--- config.mk ---
export PLATFORM = sky130hd
export DESIGN_NAME = imem_arbiter
export DESIGN_NICKNAME = d
export VERILOG_FILES = /design/src/rtl/imem_pkg.sv /design/src/rtl/imem_addr_xlate.sv /design/src/rtl/imem_arbiter.sv
export SDC_FILE = /design/constraint.sdc
export NUM_CORES = 1
export LEC_CHECK = 0
export BUFFER_PORTS_ARGS = -buffer_cell sky130_fd_sc_hd__buf_4
export CORE_AREA = 2 2 97 99
export CTS_CLUSTER_DIAMETER = 100
export CTS_CLUSTER_SIZE = 28
export DETAILED_ROUTE_END_ITERATION = 7
export DIE_AREA = 0 0 99 101
export PLACE_DENSITY = 0.84
export SLEW_MARGIN = 20
export SYNTH_ARGS = -nofsm -noshare
export SYNTH_HDL_FRONTEND = slang
export SYNTH_SLANG_ARGS = --single-unit
--- constraint.sdc ---
create_clock -name clk -period 3.2 [get_ports clk]
set_clock_uncertainty 0.05 [all_clocks]
set_input_delay 0.16 -clock clk [delete_from_list [all_inputs] [get_ports clk]]
set_output_delay 0.16 -clock clk [all_outputs]
set_load 0.005 [all_outputs]
--- src/rtl/imem_pkg.sv ---
// Shared types and constants for the instruction-memory arbiter.
// Holds the arbiter state enum, the response-owner tag and address defaults.
package imem_pkg;

    // Byte address that maps to RAM word 0.
    localparam logic [31:0] IMEM_BASE   = 32'h0000_3000;

    // Default RAM word-address width (4096 words).
    localparam int unsigned IMEM_ADDR_W = 12;

    // Owner of the RAM port in the previous cycle.
    typedef enum logic [1:0] {
        S_IDLE,
        S_OWN_F,
        S_OWN_L,
        S_LOCK_L
    } arb_state_t;

    // Which requester the registered read response belongs to.
    typedef enum logic [1:0] {
        OWN_NONE,
        OWN_F,
        OWN_L
    } owner_t;

endpackage

--- src/rtl/imem_addr_xlate.sv ---
// Byte-PC to RAM word-index translation with optional range/alignment fault.
// Ports: addr (byte address in), idx (word index out), fault (address fault out).
// Macro IMEM_ARB_RANGE_CHECK_EN enables the fault check; otherwise fault is 0.
module imem_addr_xlate
    import imem_pkg::*;
#(
    parameter int unsigned ADDR_W = IMEM_ADDR_W,
    parameter logic [31:0] BASE   = IMEM_BASE
) (
    input  logic [31:0]       addr,
    output logic [ADDR_W-1:0] idx,
    output logic              fault
);

    logic [31:0] off;
    logic        unused_off;

    // Modular subtraction: addresses below BASE wrap to the top of the RAM.
    assign off = addr - BASE;
    assign idx = off[ADDR_W+1:2];

    // Byte-lane bits and the bits above the RAM window never reach the RAM.
    assign unused_off = ^{off[31:ADDR_W+2], off[1:0]};

`ifdef IMEM_ARB_RANGE_CHECK_EN
    // First byte past the RAM window, computed 33 bits wide so it cannot wrap.
    localparam logic [32:0] LIMIT = {1'b0, BASE} + (33'd4 << ADDR_W);

    logic below;
    logic above;
    logic misaligned;

    assign below      = (addr < BASE);
    assign above      = ({1'b0, addr} >= LIMIT);
    assign misaligned = (addr[1:0] != 2'b00);
    assign fault      = below | above | misaligned;
`else
    assign fault = 1'b0;
`endif

endmodule

--- src/rtl/imem_arbiter.sv ---
// Shares the single instruction-RAM port between fetch (F) and loader (L).
// Round-robin arbitration, locked loader bursts capped at BURST_MAX grants,
// fetch stall generation and registered read-response routing.
// Ports: clk/reset (async active-low); f_* fetch side; l_* loader side;
// mem_* RAM port (read data one cycle after mem_en).
// Macro IMEM_ARB_RANGE_CHECK_EN enables address fault detection.
module imem_arbiter
    import imem_pkg::*;
#(
    parameter int unsigned ADDR_W    = IMEM_ADDR_W,
    parameter logic [31:0] BASE      = IMEM_BASE,
    parameter int unsigned BURST_MAX = 16
) (
    input  logic              clk,
    input  logic              reset,

    input  logic              f_req,
    input  logic [31:0]       f_addr,
    output logic              f_gnt,
    output logic              f_stall,
    output logic              f_rvalid,
    output logic [31:0]       f_rdata,
    output logic              f_err,

    input  logic              l_req,
    input  logic              l_we,
    input  logic              l_lock,
    input  logic [31:0]       l_addr,
    input  logic [31:0]       l_wdata,
    output logic              l_gnt,
    output logic              l_rvalid,
    output logic [31:0]       l_rdata,
    output logic              l_err,

    output logic              mem_en,
    output logic              mem_we,
    output logic [ADDR_W-1:0] mem_addr,
    output logic [31:0]       mem_wdata,
    input  logic [31:0]       mem_rdata
);

    localparam int unsigned      CNT_W   = $clog2(BURST_MAX + 1);
    localparam logic [CNT_W-1:0] CNT_MAX = CNT_W'(BURST_MAX);

    arb_state_t       state;
    arb_state_t       state_nxt;
    logic             ptr_l;
    logic             ptr_l_nxt;
    logic [CNT_W-1:0] burst_cnt;
    logic [CNT_W-1:0] burst_nxt;
    logic [CNT_W-1:0] burst_base;
    logic [CNT_W-1:0] burst_inc;

    logic [ADDR_W-1:0] f_idx;
    logic [ADDR_W-1:0] l_idx;
    logic              f_fault;
    logic              l_fault;

    logic grant_f;
    logic grant_l;
    logic locked;
    logic forced_f;

    owner_t      owner_q;
    logic        err_q;
    logic [31:0] f_rdata_q;
    logic [31:0] l_rdata_q;

    imem_addr_xlate #(
        .ADDR_W (ADDR_W),
        .BASE   (BASE)
    ) u_xlate_f (
        .addr  (f_addr),
        .idx   (f_idx),
        .fault (f_fault)
    );

    imem_addr_xlate #(
        .ADDR_W (ADDR_W),
        .BASE   (BASE)
    ) u_xlate_l (
        .addr  (l_addr),
        .idx   (l_idx),
        .fault (l_fault)
    );

    // Grant selection. The lock only holds while L keeps both req and lock
    // up; once the burst counter saturates a waiting F gets one slot.
    always_comb begin
        grant_f  = 1'b0;
        grant_l  = 1'b0;
        locked   = (state == S_LOCK_L) && l_req && l_lock;
        forced_f = locked && f_req && (burst_cnt == CNT_MAX);
        priority case (1'b1)
            locked: begin
                grant_f = forced_f;
                grant_l = ~forced_f;
            end
            (f_req && l_req): begin
                grant_f = ~ptr_l;
                grant_l = ptr_l;
            end
            default: begin
                grant_f = f_req;
                grant_l = l_req;
            end
        endcase
    end

    // Next state, pointer and burst count.
    always_comb begin
        state_nxt  = S_IDLE;
        burst_nxt  = '0;
        ptr_l_nxt  = ptr_l;
        burst_base = (state == S_LOCK_L) ? burst_cnt : '0;
        burst_inc  = (burst_base == CNT_MAX) ? CNT_MAX
                                             : burst_base + CNT_W'(1);
        if (grant_f) begin
            ptr_l_nxt = 1'b1;
        end
        if (grant_l) begin
            ptr_l_nxt = 1'b0;
        end
        priority case (1'b1)
            // Forced F slot inside a held lock: L keeps the lock.
            forced_f: begin
                state_nxt = S_LOCK_L;
            end
            (grant_l && l_lock): begin
                state_nxt = S_LOCK_L;
                burst_nxt = burst_inc;
            end
            grant_l: begin
                state_nxt = S_OWN_L;
            end
            grant_f: begin
                state_nxt = S_OWN_F;
            end
            default: begin
                state_nxt = S_IDLE;
            end
        endcase
    end

    always_ff @(posedge clk or negedge reset) begin
        if (!reset) begin
            state     <= S_IDLE;
            ptr_l     <= 1'b0;
            burst_cnt <= '0;
        end else begin
            state     <= state_nxt;
            ptr_l     <= ptr_l_nxt;
            burst_cnt <= burst_nxt;
        end
    end

    // RAM port. Faulting accesses are still granted but never reach the RAM.
    assign f_gnt     = grant_f;
    assign l_gnt     = grant_l;
    assign f_stall   = f_req & ~grant_f;
    assign mem_en    = (grant_f & ~f_fault) | (grant_l & ~l_fault);
    assign mem_we    = grant_l & l_we & ~l_fault;
    assign mem_addr  = grant_l ? l_idx : f_idx;
    assign mem_wdata = l_wdata;

    // Response tag: writes produce no response.
    always_ff @(posedge clk or negedge reset) begin
        if (!reset) begin
            owner_q <= OWN_NONE;
            err_q   <= 1'b0;
        end else if (grant_f) begin
            owner_q <= OWN_F;
            err_q   <= f_fault;
        end else if (grant_l && !l_we) begin
            owner_q <= OWN_L;
            err_q   <= l_fault;
        end else begin
            owner_q <= OWN_NONE;
            err_q   <= 1'b0;
        end
    end

    assign f_rvalid = (owner_q == OWN_F);
    assign l_rvalid = (owner_q == OWN_L);

    // Read data passes straight from the RAM in N+1; the hold registers
    // keep the last delivered word stable between responses.
    assign f_rdata = f_rvalid ? (err_q ? 32'h0 : mem_rdata) : f_rdata_q;
    assign l_rdata = l_rvalid ? (err_q ? 32'h0 : mem_rdata) : l_rdata_q;

    always_ff @(posedge clk or negedge reset) begin
        if (!reset) begin
            f_rdata_q <= '0;
            l_rdata_q <= '0;
        end else begin
            if (f_rvalid) begin
                f_rdata_q <= f_rdata;
            end
            if (l_rvalid) begin
                l_rdata_q <= l_rdata;
            end
        end
    end

`ifdef IMEM_ARB_RANGE_CHECK_EN
    assign f_err = f_rvalid & err_q;
    assign l_err = (l_rvalid & err_q) | (grant_l & l_we & l_fault);
`else
    assign f_err = 1'b0;
    assign l_err = 1'b0;
`endif

endmodule

# Word-level counts from Yosys, hierarchy flattened
# Index checks and enable logic that the tools add are counted.
# totals
output_inout_bits	117
wordCells	48
regBits	74
input_bits	134
# classes
addsub	3
n_reduce_logical	9
mux	19
eq_ne	5
n_bitwise	6
# ops
operator	n
32-bit two-way mux	2
14-bit subtractor, second input constant	2
5-bit two-way mux	4
12-bit two-way mux	1
5-bit == test, second input constant	2
2-bit two-way mux	5
1-bit logical AND	7
1-bit two-way mux	7
5-bit by 1-bit adder with 5-bit output, second input constant	1
2-bit == test, second input constant	2
1-bit inverter	3
1-bit bitwise AND	2
2-bit by 1-bit == test with 1-bit output, second input constant	1
2-bit nonzero test	1
1-bit zero test	1
1-bit OR	1

# Longest topological paths before layout
# Gate-level depths: netlist (run 1).
# depth
depth_word	10
ltp_mapped	7

# Cells and area by module
# From an unflattened synthesis (run 1), not the netlist that was laid out.
# unflattened
cells_unflattened	452
area_unflattened_um2	4036.4
# modules_own_cells
module	seq_area_each_um2	area_per_inst_um2	instances	cells_per_inst
imem_arbiter	1876.8	3838.7	1	424
imem_addr_xlate	0.0	98.8	2	14

# Least setup slack after synthesis (run 1)
# OpenSTA, ideal clock, no wires.
# synth_timing
kind	register -> output
startpoint	register ptr_l
endpoint	output port mem_addr[6]
arrival_time_ns	1.411
required_time_ns	2.990
slack_ns	1.579
stages_incl_launch_ff	7
cell_sequence	dfrtp_1 > nand2b_1 > o21ai_2 > o21ba_1 > buf_6 > buf_6 > mux2_4
# synth_between
elab_chain_cells	3
# synth_rtl
item	line	rtl
from (decl)	imem_arbiter.sv:47	logic ptr_l;
from (signal assigned)	imem_arbiter.sv:152	ptr_l <= ptr_l_nxt;
1-bit two-way mux (2 in a row)	imem_arbiter.sv:94	priority case (1'b1)
via l_gnt	imem_arbiter.sv:30	output logic l_gnt,
12-bit two-way mux	imem_arbiter.sv:163	assign mem_addr = grant_l ? l_idx : f_idx;
to (decl)	imem_arbiter.sv:37	output logic [ADDR_W-1:0] mem_addr,
# The timed path passes the listed nets, and every way through them passes these cells.

# Final worst setup path (run 1)
# layout_timing
startpoint	register state[0]
endpoint	output port mem_addr[2]
# layout_between
elab_chain_cells	8
# layout_rtl
item	line	rtl
from (decl)	imem_arbiter.sv:45	arb_state_t state;
from (signal assigned)	imem_arbiter.sv:151	state <= state_nxt;
2-bit == test *	imem_arbiter.sv:92	locked = (state == S_LOCK_L) && l_req && l_lock;
1-bit logical AND * (2 in a row)	imem_arbiter.sv:92	
1-bit logical AND (2 in a row)	imem_arbiter.sv:93	forced_f = locked && f_req && (burst_cnt == CNT_MAX);
1-bit inverter	imem_arbiter.sv:97	grant_l = ~forced_f;
1-bit two-way mux *	imem_arbiter.sv:94	
12-bit two-way mux *	imem_arbiter.sv:163	
# Mark *: on every way between the ends. The rest lies on a longest branch, timed or not.

==> results of run 1 <==
report_power, final:
part           switching [W]  internal, W
Combinational       0.000307     0.000600
Clock               0.000333     0.000534
Sequential         0.0000846      0.00112
area by class of cell:
type | instances | share of cell area
Clock buffer | 10 | 0.0261
Clock inverter | 5 | 0.0194
Inverter | 6 | 0.00427
Multi-Input combinational cell | 183 | 0.354
Sequential cell | 74 | 0.351
Tap cell | 111 | 0.0263
Timing Repair Buffer | 150 | 0.219
layer usage:
| layer | track usage | wire (microns) |
|---|---|---|
| met3 | 0.0492 | 766 |
| met5 | 0 | 0 |
| met4 | 0.0643 | 94 |
| met2 | 0.299 | 4260 |
| met1 | 0.188 | 3220 |
Yosys cell counts, drive strengths merged:
cell type	number
and3	3
a41oi	1
conb	1
nor3	2
xor2	2
xnor2	3
or2	1
o21ba	2
buf	47
o211ai	1
mux2i	2
inv	6
nand2b	2
clkbuf	3
nor4	2
mux2	138
dfrtp	74
nand4	1
nor2	4
ha	2
nand3	3
nor2b	1
o21ai	2
o22ai	1
and2	4
nand2	4
critical path, cell delays in order, from the launching register on:
cell and delay (ns):
dfrtp_1 0.40, and2_1 0.20, nand3_1 0.14, o21ba_1 0.65
mux2_2 0.41, buf_4 0.13
layout by cell type (no fill, tap or decap), drive strengths merged, types with 3 or more instances in the layout:
| cell | n |
|---|---|
| dfrtp | 74 |
| nand3 | 3 |
| nor2 | 4 |
| nand2 | 4 |
| bufinv | 3 |
| xnor2 | 3 |
| buf | 148 |
| mux2 | 138 |
| inv | 6 |
| clkbuf | 10 |
| and3 | 3 |
| and2 | 4 |
kinds of logic (layout without fill, tap and decap cells):
group           Yosys count  after routing
simple gates             27             27
compound gates            7              7
xor+xnor                  5              5
buf+inv                  56            171
other cells               1              2
mux                     140            140
fa+ha+maj                 2              2
flops                    74             74
flip-flops by register name, summed over array words and instances (netlist names):
name	cells
f_rdata_q	32
ptr_l	1
burst_cnt	5
owner_q	2
l_rdata_q	32
state	2
final timing paths:
path	to	depth (start not counted)	from	slack (ns)
max	mem_addr[2]	5	state[0]	0.72
min	f_rdata_q[6]	2	mem_rdata[6]	0.02
max reg2reg	ptr_l	4	state[0]	1.43
min reg2reg	f_rdata_q[21]	1	f_rdata_q[21]	0.45
max in group asynchronous	l_rdata_q[13]	2	reset	2.03
min in group asynchronous	f_rdata_q[16]	2	reset	0.45
repair_timing:
item	in CTS	in global routing
endpoints found under the setup margin	0	0
hold endpoints to repair	75	0
setup buffers	0	0
hold buffers	2	0
gates resized for setup	0	0
stage by stage:
stage / hold slack (ns) / utilization / power (W) / area (sq um)
3_5_place_dp: 0.270 / 0.559 / 0.00214 / 5020
6_report: 0.0225 / 0.588 / 0.00298 / 5280
5_1_grt: 0.00520 / 0.588 / 0.00314 / 5280
3_3_place_gp: 0.270 / 0.559 / 0.00210 / 5020
2_1_floorplan: -0.186 / - / 0.00170 / 4080
4_1_cts: 0.00152 / 0.588 / 0.00302 / 5280
==> metrics.yaml, run 1 <==
fmax_mhz: 403
crit_fanout: 17
power.density_nw_per_um2: 564
drv_cap: 0
yosys_warnings: 0
wirelength_microns: 8340
synth_seq_area_share: 0.454
synthMuxAreaShare: 0.389
synthAdderAreaFrac: 0.00614
ys_types: 31
setup_tns_ns: 0
io_buffer_count: 144
initial_core_util: 0.454
start_kind: "register"
synth_cells: 312
finalSetupViolations: 0
first_global_vias: 2908
pin_count: 251
fillers: 708
fin_ws_ns: 0.720
slew_headroom: 0.379
die_w_microns: 99
cts_made_buffers: 9
end_kind: "primary output"
drive_gt1_frac: 0.715
yosys.area_share.simple: 0.0350
final_max_slew_viol_count: 0
final.min_clock_period_ns: 2.48
cp.required_ns: 2.99
syn_area_sq_um: 4080
finalHoldViolations: 0
ys_ff_latch: 74
htree_levels: 3
vias_per_cell: 5.16
synthTopCellsByArea: "dfrtp_1 45%, mux2_2 37%, buf_4 6.3%, buf_2 1.4%, mux2_4 1.1%"
diodes: 0
vias: 2782
path_clk_slew_ns: 0.08
synth-xor-area-share: 0.0107
hpwlAfterDp_microns: 6200
area_growth_pct: 29.6
yosys.area.top_type: "dfrtp_1"
gr-total-overflow: 0
rows: 35
yosysTopAreaCellShare: 0.454
worst_skew_pair.late_latency_ns: 0.33
rsz0062_at_grt: "no"
p_leak_nw: 2.43
hold_class: "in2reg"
clock_sinks: 74
worstMarginPinSlew_ns: 0.932
synth_compound_area_frac: 0.0138
peakVddDrop_mv: 0.266
initialDrtViolationCount: 37
ant_nets: 0
layout.cells.non_filler: 539
drc: 0
wire_per_inst_microns: 15.5
cts_buffer_depth: 2
worstPathArrival_ns: 2.27
grt_use_total: 0.167
criticalPathCategory: "reg2out"
place_inst: 522
place_congestion: 0.768
syn_avg_cell_area_sq_um: 13.1
antenna_found_initial: 0
die_y_microns: 101
dieArea_sq_um: 10000
cts_tree: "yes"
first_pass_iters: 4
synth_top_family_by_area: "multiplexers"
multiInputGateArea_sq_um: 1870
status: "completed"
fin_crit_sh: 0.775
layout.nets: 560
grt_start_max_net_pins: 75
core_area_sq_um: 8980
post-place-ws_ns: 1.08
cts-root-buf: "clkbuf_8"
final-seq-area_sq_um: 1850
grt_pass1_wl_microns: 13400
No activity file was read; power rests on OpenSTA's default activity.
==> run 2, diff against run 1 <==
--- a/config.mk
+++ b/config.mk
@@ -5,13 +5,13 @@
 export SDC_FILE = /design/constraint.sdc
 export NUM_CORES = 1
 export LEC_CHECK = 0
+export ABC_AREA = 1
 export BUFFER_PORTS_ARGS = -buffer_cell sky130_fd_sc_hd__buf_4
-export CORE_AREA = 2 2 97 99
+export CORE_UTILIZATION = 38
 export CTS_CLUSTER_DIAMETER = 100
 export CTS_CLUSTER_SIZE = 28
 export DETAILED_ROUTE_END_ITERATION = 7
-export DIE_AREA = 0 0 99 101
-export PLACE_DENSITY = 0.84
+export PLACE_DENSITY = 0.77
 export SLEW_MARGIN = 20
 export SYNTH_ARGS = -nofsm -noshare
 export SYNTH_HDL_FRONTEND = slang
==> constraint.sdc (replaced) <==
create_clock -name clk -period 2.1 [get_ports clk]
set_clock_uncertainty 0.05 [all_clocks]
set_input_delay 0.105 -clock clk [delete_from_list [all_inputs] [get_ports clk]]
set_output_delay 0.105 -clock clk [all_outputs]
set_load 0.005 [all_outputs]
==> run 2 against run 1 <==
Against the previous run:
- critical path depth grew 5
- sequential power rose by 49%
- combinational power rose by 41%
- area after synthesis decreased by 8.0%
- final area decreased by 6.6%
- wire length is essentially flat
- critical endpoint is now mem_addr[11]
- flip-flop and latch count did not move
- clock-buffer cell count down 1
- non-clock buffer count is 2 higher
- clock power up 27%
==> metrics.yaml, run 2 <==
start_kind: "register"
synthAdderAreaFrac: 0.00668
die_w_microns: 101
fin_area_sq_um: 4930
yosys_warnings: 0
cts_buffer_depth: 2
peakVddDrop_mv: 0.371
grt-busiest-layer: "met2"
first_pass_iters: 4
drc: 0
synthMuxAreaShare: 0
worstMarginPinSlew_ns: 0.924
drive_gt1_frac: 0.309
wire_per_inst_microns: 11.7
die_y_microns: 101
synth_edf_count: 0
diodes: 0
setup_tns_ns: 0
synthTopCellsByArea: "dfrtp_1 49%, o21ai_0 17%, nand2_1 11%, buf_4 7.0%, inv_1 5.1%"
wirelength_microns: 8340
area_growth_pct: 31.6
synth_compound_area_frac: 0.181
fillers: 892
worst_skew_pair.late_latency_ns: 0.33
drv_cap: 0
final.min_clock_period_ns: 1.87
initial_core_util: 0.398
cts_tree: "yes"
clock_sinks: 74
power.density_nw_per_um2: 845
slew_headroom: 0.384
crit_fanout: 16
status: "completed"
cts-root-buf: "clkbuf_8"
grt_use_met1: 0.191
synth_cells: 470
grt_pass1_wl_microns: 13400
synth-xor-area-share: 0.00234
gr-total-overflow: 0
dieArea_sq_um: 10300
ys_ff_latch: 74
layout_commonest_cell: "buf_4"
cp_slowest_stage_delay_ns: 0.41
core_area_sq_um: 9420
first_global_vias: 3083
htree_levels: 3
hold_class: "in2reg"
reg_top3: "f_rdata_q: 32 flops, l_rdata_q: 32 flops, burst_cnt: 5 flops"
pin_count: 251
synth_ff_type: "dfrtp_1"
end_kind: "primary output"
ant_nets: 0
dpl_cell_area_sq_um: 4690
p_leak_nw: 2.59
grt_use_total: 0.163
yosysTopAreaCellShare: 0.494
criticalPathCategory: "reg2out"
synthArstFlopShare: 1.00
final_cell_mix: "146 x buf_4, 129 x o21ai_0, 111 x nand2_1"
fin_crit_sh: 0.891
initialDrtViolationCount: 108
post-synth-top-count-cell: "o21ai_0"
antenna_found_initial: 0
vias_per_cell: 4.65
synth_top_family_by_area: "compound AO/OA/AOI/OAI gates"
post_cts_resized: 0
fmax_mhz: 535
final_max_slew_viol_count: 0
syn_area_sq_um: 3750
ys_types: 24
io_buffer_count: 144
synth_seq_area_share: 0.494
hpwlAfterDp_microns: 6110
final-seq-area_sq_um: 1850
rsz0062_at_grt: "no"
finalSetupViolations: 0
cp_cell_sequence: "inv_1 -> nand2_1 -> nor2_1 -> nand3_2 -> nand2_4 -> nand2_1 -> nand2_1 -> nand2_1 -> nand2_1 -> buf_4"
layout.nets: 714
grt_use_met2: 0.290
cts_made_buffers: 9
syn_avg_cell_area_sq_um: 7.97
path_clk_slew_ns: 0.08
cp.required_ns: 1.95
worstPathArrival_ns: 1.72
cpMaxStageDelayCell: "dfrtp_1"
critical-path-top-delay-family: "simple AND/OR/NAND/NOR gates"
rows: 35
crit_top_cell: "nand2_1"
finalHoldViolations: 0
grt_use_met3: 0.0428
yosys.area_share.simple: 0.165
vias: 3313
crit_buf_inv: 2
synthTopCellsByCount: "129 x o21ai_0, 112 x nand2_1, 74 x dfrtp_1"
place_congestion: 0.761
yosys.area.top_type: "dfrtp_1"
grt_start_max_net_pins: 75
multiInputGateArea_sq_um: 1340
[run 2: cell types whose count changed after synthesis, sizes merged, moves of 4 or more]
cell and delta:
o21ai +128, and2 -4, nand2 +114, mux2 -138, inv +48, nor2 +14
clkbuf +9, nand3 +8
[run 2: final cells by class]
class | count | area share
clock buffer | 9 | 0.0251
clock inverter | 7 | 0.0155
inverter | 54 | 0.0411
multi-input combinational | 287 | 0.272
sequential | 74 | 0.375
tap | 129 | 0.0327
timing repair buffer | 152 | 0.238
[run 2: cell families (layout without fill, tap and decap cells)]
kind of cell / after synthesis / after routing
adders and majority gates: 2 / 2
and+or+nand+nor: 149 / 149
DFF: 74 / 74
buffers and inverters: 110 / 222
AOI/OAI and AO/OA: 133 / 133
other: 1 / 2
xor gates and xnor gates: 1 / 1
[run 2: metrics by stage]
stage | util | setup WS, ns | hold slack, ns | power, W | std cells
floorplan | - | 0.834 | -0.241 | 0.00242 | 471
finish | 0.524 | 0.229 | 0.0235 | 0.00417 | 712
global placement | 0.498 | 0.560 | 0.160 | 0.00306 | 692
detailed placement | 0.498 | 0.580 | 0.160 | 0.00311 | 692
global route | 0.524 | 0.0353 | 0.0140 | 0.00446 | 712
CTS | 0.524 | 0.202 | 0.00771 | 0.00423 | 712
[run 2: per-layer routing]
metal,wire length (microns),part of all wire
met5,0,0
met1,3630,0.44
met3,457,0.055
met2,4150,0.50
met4,110,0.013
[run 2: power breakdown]
group | switching (W) | leakage (nW) | internal [W]
Clock | 0.000541 | 0.0962 | 0.000557
Combinational | 0.000619 | 1.58 | 0.000657
Sequential | 0.0000828 | 0.916 | 0.00171
Total | 0.00124 | 2.59 | 0.00292
[run 2: path summary, 6_finish.rpt]
check,startpoint,end,slack (ns),cells after the start
max in group asynchronous,reset,l_rdata_q[19],0.99,2
setup reg to reg,state[0],burst_cnt[2],0.57,7
min in group asynchronous,reset,l_rdata_q[6],0.38,2
setup / recovery,burst_cnt[1],mem_addr[11],0.23,10
hold / removal,l_req,state[1],0.02,3
hold reg to reg,f_rdata_q[18],f_rdata_q[18],0.43,2
[run 2: worst min-delay path, delay by kind of cell]
kind | cells | cell delay [ns]
AOI/OAI and AO/OA | 1 | 0.06
buffers and inverters | 1 | 0.09
and+or+nand+nor | 1 | 0.10
[run 2: timing repair]
item,4_1_cts,5_1_grt
hold buffers,4,0
buffers inserted,0,0
hold endpoints to repair,78,0
